`config.mk`:
```
export PLATFORM = sky130hd
export DESIGN_NAME = edit_sequencer
export DESIGN_NICKNAME = d
export VERILOG_FILES = /design/src/rtl/edit_pkg.sv /design/src/rtl/edit_tick_counter.sv /design/src/rtl/edit_sequencer.sv
export SDC_FILE = /design/constraint.sdc
export NUM_CORES = 1
export LEC_CHECK = 0
export BUFFER_PORTS_ARGS = -buffer_cell sky130_fd_sc_hd__buf_2
export CORE_UTILIZATION = 30
export CTS_BUF_LIST = sky130_fd_sc_hd__clkbuf_4 sky130_fd_sc_hd__clkbuf_8 sky130_fd_sc_hd__clkbuf_16
export DETAILED_ROUTE_END_ITERATION = 16
export PLACE_DENSITY = 0.57
export SLEW_MARGIN = 20
export SYNTH_ARGS = -nofsm -noshare
export SYNTH_HDL_FRONTEND = slang
export SYNTH_SLANG_ARGS = --single-unit
```
`constraint.sdc`:
```
create_clock -name clk100mhz -period 2.63 [get_ports clk100mhz]
set_input_delay 0.1315 -clock clk100mhz [delete_from_list [all_inputs] [get_ports clk100mhz]]
set_output_delay 0.1315 -clock clk100mhz [all_outputs]
set_load 0.01 [all_outputs]
```
`src/rtl/edit_pkg.sv`:
```
// Shared types and constants for the seven-segment editor control path.
package edit_pkg;

    typedef enum logic {
        ST_VIEW = 1'b0,
        ST_EDIT = 1'b1
    } state_e;

    localparam int unsigned KEY_MODE  = 0;
    localparam int unsigned KEY_LEFT  = 1;
    localparam int unsigned KEY_RIGHT = 2;
    localparam int unsigned KEY_UP    = 3;
    localparam int unsigned KEY_DOWN  = 4;
    localparam int unsigned KEY_W     = 5;

    localparam int unsigned CURSOR_W  = 4;

    typedef struct packed {
        logic l_mov;
        logic r_mov;
        logic add;
        logic sub;
    } cmd_t;

    // Lowest set bit wins, which matches mode > left > right > up > down.
    function automatic logic [KEY_W-1:0] key_select(input logic [KEY_W-1:0] kp);
        return kp & (~kp + KEY_W'(1));
    endfunction

endpackage

```
`src/rtl/edit_tick_counter.sv`:
```
// Modulo-N tick counter with synchronous clear, count enable and terminal-count flag.
module edit_tick_counter #(
    parameter  int unsigned N = 4,
    localparam int unsigned W = (N > 1) ? $clog2(N) : 1
) (
    input  logic clk_i,
    input  logic rst_i,
    input  logic clr_i,
    input  logic en_i,
    output logic tc_o
);

    logic [W-1:0] cnt_q, cnt_d;

    assign tc_o = (cnt_q == W'(N - 1));

    always_comb begin
        cnt_d = cnt_q;
        if (clr_i) begin
            cnt_d = '0;
        end else if (en_i) begin
            cnt_d = tc_o ? '0 : cnt_q + W'(1);
        end
    end

    always_ff @(posedge clk_i or posedge rst_i) begin
        if (rst_i) begin
            cnt_q <= '0;
        end else begin
            cnt_q <= cnt_d;
        end
    end

endmodule

```
`src/rtl/edit_sequencer.sv`:
```
// Editor control FSM: key pulses -> cursor/digit commands, blink and idle timeout.
// Optional AUTO_REPEAT_EN: held up/down keys re-issue add/sub after a delay.
module edit_sequencer
    import edit_pkg::*;
#(
    parameter int unsigned DIGITS         = 8,
    parameter int unsigned BLINK_DIV      = 16_666_666,
    parameter int unsigned TIMEOUT_CYCLES = 1_000_000_000,
    parameter int unsigned REPEAT_DELAY   = 50_000_000,
    parameter int unsigned REPEAT_RATE    = 10_000_000
) (
    input  logic                clk100mhz,
    input  logic                clr,
    input  logic [KEY_W-1:0]    key_pulse,
    input  logic [KEY_W-1:0]    key_level,
    output logic                state,
    output logic                shine,
    output logic [CURSOR_W-1:0] who,
    output logic                l_mov,
    output logic                r_mov,
    output logic                add,
    output logic                sub
);

    state_e              state_q, state_d;
    logic [CURSOR_W-1:0] who_q, who_d;
    logic                shine_q, shine_d;
    cmd_t                cmd_q, cmd_d;

    logic [KEY_W-1:0]    sel;
    logic                any_key;
    logic                blink_clr, blink_en, blink_tc;
    logic                to_clr, to_en, to_tc;
    logic                rpt_fire, rpt_up;

    assign sel     = key_select(key_pulse);
    assign any_key = |key_pulse;

    edit_tick_counter #(.N(BLINK_DIV)) u_blink (
        .clk_i (clk100mhz),
        .rst_i (clr),
        .clr_i (blink_clr),
        .en_i  (blink_en),
        .tc_o  (blink_tc)
    );

    edit_tick_counter #(.N(TIMEOUT_CYCLES)) u_timeout (
        .clk_i (clk100mhz),
        .rst_i (clr),
        .clr_i (to_clr),
        .en_i  (to_en),
        .tc_o  (to_tc)
    );

`ifdef AUTO_REPEAT_EN
    logic rpt_act_q, rpt_act_d;
    logic rpt_key_up_q, rpt_key_up_d;
    logic rpt_rate_q, rpt_rate_d;
    logic dly_clr, dly_en, dly_tc;
    logic rate_clr, rate_en, rate_tc;
    logic held;

    edit_tick_counter #(.N(REPEAT_DELAY)) u_rpt_delay (
        .clk_i (clk100mhz),
        .rst_i (clr),
        .clr_i (dly_clr),
        .en_i  (dly_en),
        .tc_o  (dly_tc)
    );

    edit_tick_counter #(.N(REPEAT_RATE)) u_rpt_rate (
        .clk_i (clk100mhz),
        .rst_i (clr),
        .clr_i (rate_clr),
        .en_i  (rate_en),
        .tc_o  (rate_tc)
    );

    assign held   = rpt_key_up_q ? key_level[KEY_UP] : key_level[KEY_DOWN];
    assign rpt_up = key_level[KEY_UP];

    // Repeat runs in two phases: initial delay, then the steady rate.
    always_comb begin
        rpt_act_d    = rpt_act_q;
        rpt_key_up_d = rpt_key_up_q;
        rpt_rate_d   = rpt_rate_q;
        dly_clr      = 1'b0;
        dly_en       = 1'b0;
        rate_clr     = 1'b0;
        rate_en      = 1'b0;
        rpt_fire     = 1'b0;
        if (state_q != ST_EDIT) begin
            rpt_act_d = 1'b0;
        end else if (any_key) begin
            rpt_act_d    = sel[KEY_UP] | sel[KEY_DOWN];
            rpt_key_up_d = sel[KEY_UP];
            rpt_rate_d   = 1'b0;
            dly_clr      = 1'b1;
            rate_clr     = 1'b1;
        end else if (rpt_act_q && held) begin
            if (!rpt_rate_q) begin
                dly_en = 1'b1;
                if (dly_tc) begin
                    rpt_fire   = 1'b1;
                    rpt_rate_d = 1'b1;
                    rate_clr   = 1'b1;
                end
            end else begin
                rate_en  = 1'b1;
                rpt_fire = rate_tc;
            end
        end else begin
            rpt_act_d = 1'b0;
        end
    end

    always_ff @(posedge clk100mhz or posedge clr) begin
        if (clr) begin
            rpt_act_q    <= 1'b0;
            rpt_key_up_q <= 1'b0;
            rpt_rate_q   <= 1'b0;
        end else begin
            rpt_act_q    <= rpt_act_d;
            rpt_key_up_q <= rpt_key_up_d;
            rpt_rate_q   <= rpt_rate_d;
        end
    end
`else
    logic unused_key_level;

    assign unused_key_level = ^key_level;
    assign rpt_fire         = 1'b0;
    assign rpt_up           = 1'b0;
`endif

    always_comb begin
        state_d   = state_q;
        who_d     = who_q;
        shine_d   = shine_q;
        cmd_d     = '0;
        blink_clr = 1'b0;
        blink_en  = 1'b0;
        to_clr    = 1'b0;
        to_en     = 1'b0;
        case (state_q)
            ST_VIEW: begin
                shine_d   = 1'b0;
                blink_clr = 1'b1;
                to_clr    = 1'b1;
                if (key_pulse[KEY_MODE]) begin
                    state_d = ST_EDIT;
                    who_d   = '0;
                    shine_d = 1'b1;
                end
            end
            ST_EDIT: begin
                blink_en = 1'b1;
                to_en    = 1'b1;
                if (blink_tc) begin
                    shine_d = ~shine_q;
                end
                // Dropped lower-priority pulses still count as activity.
                if (any_key || rpt_fire) begin
                    to_clr    = 1'b1;
                    blink_clr = 1'b1;
                    shine_d   = 1'b1;
                end
                if (sel[KEY_MODE]) begin
                    state_d = ST_VIEW;
                    shine_d = 1'b0;
                end else if (sel[KEY_LEFT]) begin
                    who_d       = (who_q == CURSOR_W'(DIGITS - 1)) ? '0 : who_q + CURSOR_W'(1);
                    cmd_d.l_mov = 1'b1;
                end else if (sel[KEY_RIGHT]) begin
                    who_d       = (who_q == '0) ? CURSOR_W'(DIGITS - 1) : who_q - CURSOR_W'(1);
                    cmd_d.r_mov = 1'b1;
                end else if (sel[KEY_UP]) begin
                    cmd_d.add = 1'b1;
                end else if (sel[KEY_DOWN]) begin
                    cmd_d.sub = 1'b1;
                end else if (rpt_fire) begin
                    cmd_d.add = rpt_up;
                    cmd_d.sub = ~rpt_up;
                end else if (to_tc) begin
                    state_d = ST_VIEW;
                    shine_d = 1'b0;
                end
            end
        endcase
    end

    always_ff @(posedge clk100mhz or posedge clr) begin
        if (clr) begin
            state_q <= ST_VIEW;
            who_q   <= '0;
            shine_q <= 1'b0;
            cmd_q   <= '0;
        end else begin
            state_q <= state_d;
            who_q   <= who_d;
            shine_q <= shine_d;
            cmd_q   <= cmd_d;
        end
    end

    assign state = state_q;
    assign shine = shine_q;
    assign who   = who_q;
    assign l_mov = cmd_q.l_mov;
    assign r_mov = cmd_q.r_mov;
    assign add   = cmd_q.add;
    assign sub   = cmd_q.sub;

endmodule

```
==> results.md <==
* Share of the cycle needed by the critical path after routing at 87.08%
* Diode insertion count for antenna repair at 0
* Synth Net Count at 403
* Reg-to-reg critical path endpoint: u_timeout.cnt_q[17]
* Total vias in the final route at just under 3,000
* Startpoint of the worst setup timing path: u_timeout.cnt_q[12]
* Number of register bits inferred by synthesis at 64
* Via count of the first global-routing pass at approximately 2,800
* Post-synthesis cell type count at 50
* Core Region at around 11,000 um2
* Fin Setup TNS at 0 ps
* Final setup margin at 339.8 ps
* Post-Place Setup Slack at 345.0 ps
* Sum of routed wire length over all layers at roughly 7600 um
* Synth top cells by count: sky130_fd_sc_hd__dfrtp_1, sky130_fd_sc_hd__nor2_1, sky130_fd_sc_hd__nand2_1
* Post-CTS repair timing setup buffer count at 0
* Cell area after layout at slightly above 4000 um2
* Launching element type of the critical path: flip-flop
* Count of input and output buffers at 16
* Most frequently used flop master after synthesis: sky130_fd_sc_hd__dfrtp_1
* Syn Std Cell Area at 3522 um2
* Utilization after layout at 35.82%
* Global-route congestion overflow total at 0
* Hold crit path type: input port to flip-flop
* Chip Width at around 110 um
* Measured slew at the worst slew-check pin at 443.3 ps
* Average cell area after synthesis at 9.125 um2
* Largest driver fanout on the critical path at 20
* Data required time of the critical path at 2820 ps
* Async SR Flop Fraction at 100.0%
* Result of the run: complete, no violations
* Internal reg-to-reg setup slack at between 300 and 400 ps
* Root buffer selected by CTS: sky130_fd_sc_hd__clkbuf_16
* Number of CTS-inserted buffers at 9
* Fmax at 0.4367 GHz
* Most frequent cell after synthesis: sky130_fd_sc_hd__dfrtp_1
* Wire length of the first global-routing pass at 13,440 um
* Count of flip-flops with a built-in enable after synthesis at 0
* Worst vdd rail ir drop at 0.0003310 V
* Maximum number of pins on one net before global-route repair at 28
* Net total in the final layout at 421
* Endpoint of the most critical setup path: u_timeout.cnt_q[17]
* Yosys warnings at 0
* Worst reg2reg startpoint: u_timeout.cnt_q[12]
* Switching power as a share of total power at 22.20%
* Setup clock skew after layout at 6.890 ps
* Insertion delay of the later-clocked pin in the worst-skew pair at ~320 ps
* CTS sink count at 64
* Flop pwr share at approximately two fifths
* Standby leakage power at about 1.5 nW
* Leading post-synthesis cells by cell area: sky130_fd_sc_hd__dfrtp_1, sky130_fd_sc_hd__nor2_1, sky130_fd_sc_hd__xnor2_1
* DRT antenna net count at 0
* First DRT Iteration DRCs at 95
* Register area at 1602 um2
* Library cell occupying the most area in the post-synthesis netlist: sky130_fd_sc_hd__dfrtp_1
* Wire length per cell after detailed routing at approximately 14 um
* Fin. Hold Viols at 0
* Global Route Usage Sum at 14.16%
* Die Footprint at 12,180 um2
* Final Setup Violations at 0
* Minimum clock period after layout at 2290 ps
* Worst slew margin relative to its limit at 70.38%
* Top cell type's share of synthesized area at 45.47%
* Clk pwr share at between 50% and 60%
* Placed wire-length estimate after detailed placement at roughly 5300 um
* Setup repair after global routing missed its margin: false
* Via/cell ratio at 5.308
* Antenna violations before repair at 1
* Critical path capture point type: flip-flop
* Max H-tree Level at 3
* Initial core utilization at 30.85%
* Net switching component of the power at around 0.55 mW
* Area after DPL at approximately 3800 um2
* Cell count of the worst reg-to-reg path at 5
* Number of top-level pins at 22
* Clock transition at the registers of the reported paths at ~60 ps
* Remaining design rule violation count at 0
* Gate Count Post-Synth at 386
* Max Transition Viols Final at 0
* TritonCTS clock tree: done
* Number of buffers on the longest clock path at 2
* Post-synthesis to final-layout area growth at 16.13%
* Critical path start-end classification: flip-flop to flip-flop
* Area occupied by multi-input gates at approximately 1800 um2
* Combinational cell fraction of total power at ~6.3%
* Number of fillers in the final layout at 1,170
* WP data arrival at roughly 2500 ps
* Maxcap violations at 0
* Std-Cell Rows at 39
* Final GP Congestion at 0.8312
* Chip Height at 110.4 um
* Number of detailed-routing iterations run before antenna repair at 4
* P_int at 1.934 mW
* Power density over the cells at 607.7 nW/um2
* Post-synthesis sequential area ratio at between 40% and 50%
* Fraction of final layout cells with drive strength greater than 1 at 10.76%
-- cells by family (layout without fill, tap and decap cells) --
family                   after synthesis  count (layout)  synth area share, %
AND/OR/NAND/NOR                      187             187                29.84
AO/OA/AOI/OAI                         72              72                12.29
flip-flops                            64              64                45.47
buffers and inverters                 31              54                3.659
XOR/XNOR                              21              21                5.222
multiplexers                           6               6                1.741
adder cells (fa/ha/maj)                5               5                1.776
-- flip-flops by register name, summed over array words and instances (netlist names) --
name / flops
shine: 1
state: 1
add: 1
u_timeout.cnt_q: 30
sub: 1
who: 4
u_blink.cnt_q: 24
r_mov: 1
l_mov: 1
-- cell type report --
type,count,share of cell area (%)
clock inverter,5,1.958
inverter,15,1.377
clock buffer,11,6.026
timing repair buffer,23,3.304
tap,143,4.374
multi-input combinational,291,43.81
sequential,64,39.16
-- metal layers --
| metal | vias up | global-route usage, % | share of wire, % |
|---|---|---|---|
| li1 | 1467 | - | - |
| met1 | 1409 | 18.50 | 47 |
| met2 | 42 | 22.36 | 48 |
| met3 | 10 | 3.645 | 4.4 |
| met4 | 2 | 5.545 | 1.3 |
| met5 | - | 0 | 0.21 |
-- metrics by stage --
| stage | total power, mW | std cells | hold slack, ps |
|---|---|---|---|
| after floorplan | 1.153 | 386 | 201.3 |
| after global placement | 1.204 | 535 | 156.1 |
| after detailed placement | 1.208 | 535 | 161.5 |
| after CTS | 2.520 | 552 | 46.92 |
| after global routing | 2.578 | 552 | 61.88 |
| final | 2.486 | 552 | 65.00 |
-- worst max-delay path: stages (launching register included) --
cell,delay (ps)
sky130_fd_sc_hd__dfrtp_1,430
sky130_fd_sc_hd__or4_1,550
sky130_fd_sc_hd__or4_1,660
sky130_fd_sc_hd__o21ai_1,180
sky130_fd_sc_hd__buf_4,260
sky130_fd_sc_hd__a21oi_1,70
-- power by group through the flow --
stage | Clock (mW) | Combinational (mW) | Sequential, mW
final | 1.30 | 0.157 | 1.03
after floorplan | 0 | 0.104 | 1.05
after global placement | 0 | 0.156 | 1.05
after global routing | 1.36 | 0.179 | 1.04
after CTS | 1.33 | 0.160 | 1.03
after detailed placement | 0 | 0.159 | 1.05
-- cells in the final DEF (no fill, tap or decap), types with 6 or more instances in the layout --
master                      count
sky130_fd_sc_hd__a21oi_1       25
sky130_fd_sc_hd__o21ai_0       19
sky130_fd_sc_hd__buf_2         16
sky130_fd_sc_hd__o31ai_1       11
sky130_fd_sc_hd__buf_4          6
sky130_fd_sc_hd__nand2_1       27
sky130_fd_sc_hd__or4_1         17
sky130_fd_sc_hd__xor2_1         6
sky130_fd_sc_hd__xnor2_1       15
sky130_fd_sc_hd__and4_1         7
sky130_fd_sc_hd__nand2b_1       7
sky130_fd_sc_hd__nand4_1       14
sky130_fd_sc_hd__nor4_1         7
sky130_fd_sc_hd__dfrtp_1       64
sky130_fd_sc_hd__nand3_1       21
sky130_fd_sc_hd__clkbuf_16      9
sky130_fd_sc_hd__nor2_1        38
sky130_fd_sc_hd__nor3_1        11
sky130_fd_sc_hd__and3_1         6
sky130_fd_sc_hd__or3_1         12
sky130_fd_sc_hd__inv_1         14
-- how the worst min path moves through the flow --
stage / start / end / slack [ps] / depth (start not counted)
global route: key_pulse[3] / sub / 60 / 2
detailed placement: clr / u_timeout.cnt_q[4] / 160 / 2
CTS: key_pulse[3] / sub / 50 / 2
floorplan: key_pulse[3] / sub / 200 / 1
global placement: clr / u_timeout.cnt_q[4] / 160 / 2
finish: key_pulse[3] / sub / 60 / 2
-- repair_timing --
action / in CTS / in global routing
hold buffers: 1 / 0
gates resized for setup: 0 / 0
hold endpoints to repair: 18 / 0
endpoints found under the setup margin: 0 / 0
Note: power is estimated with default switching activity, not from simulation.
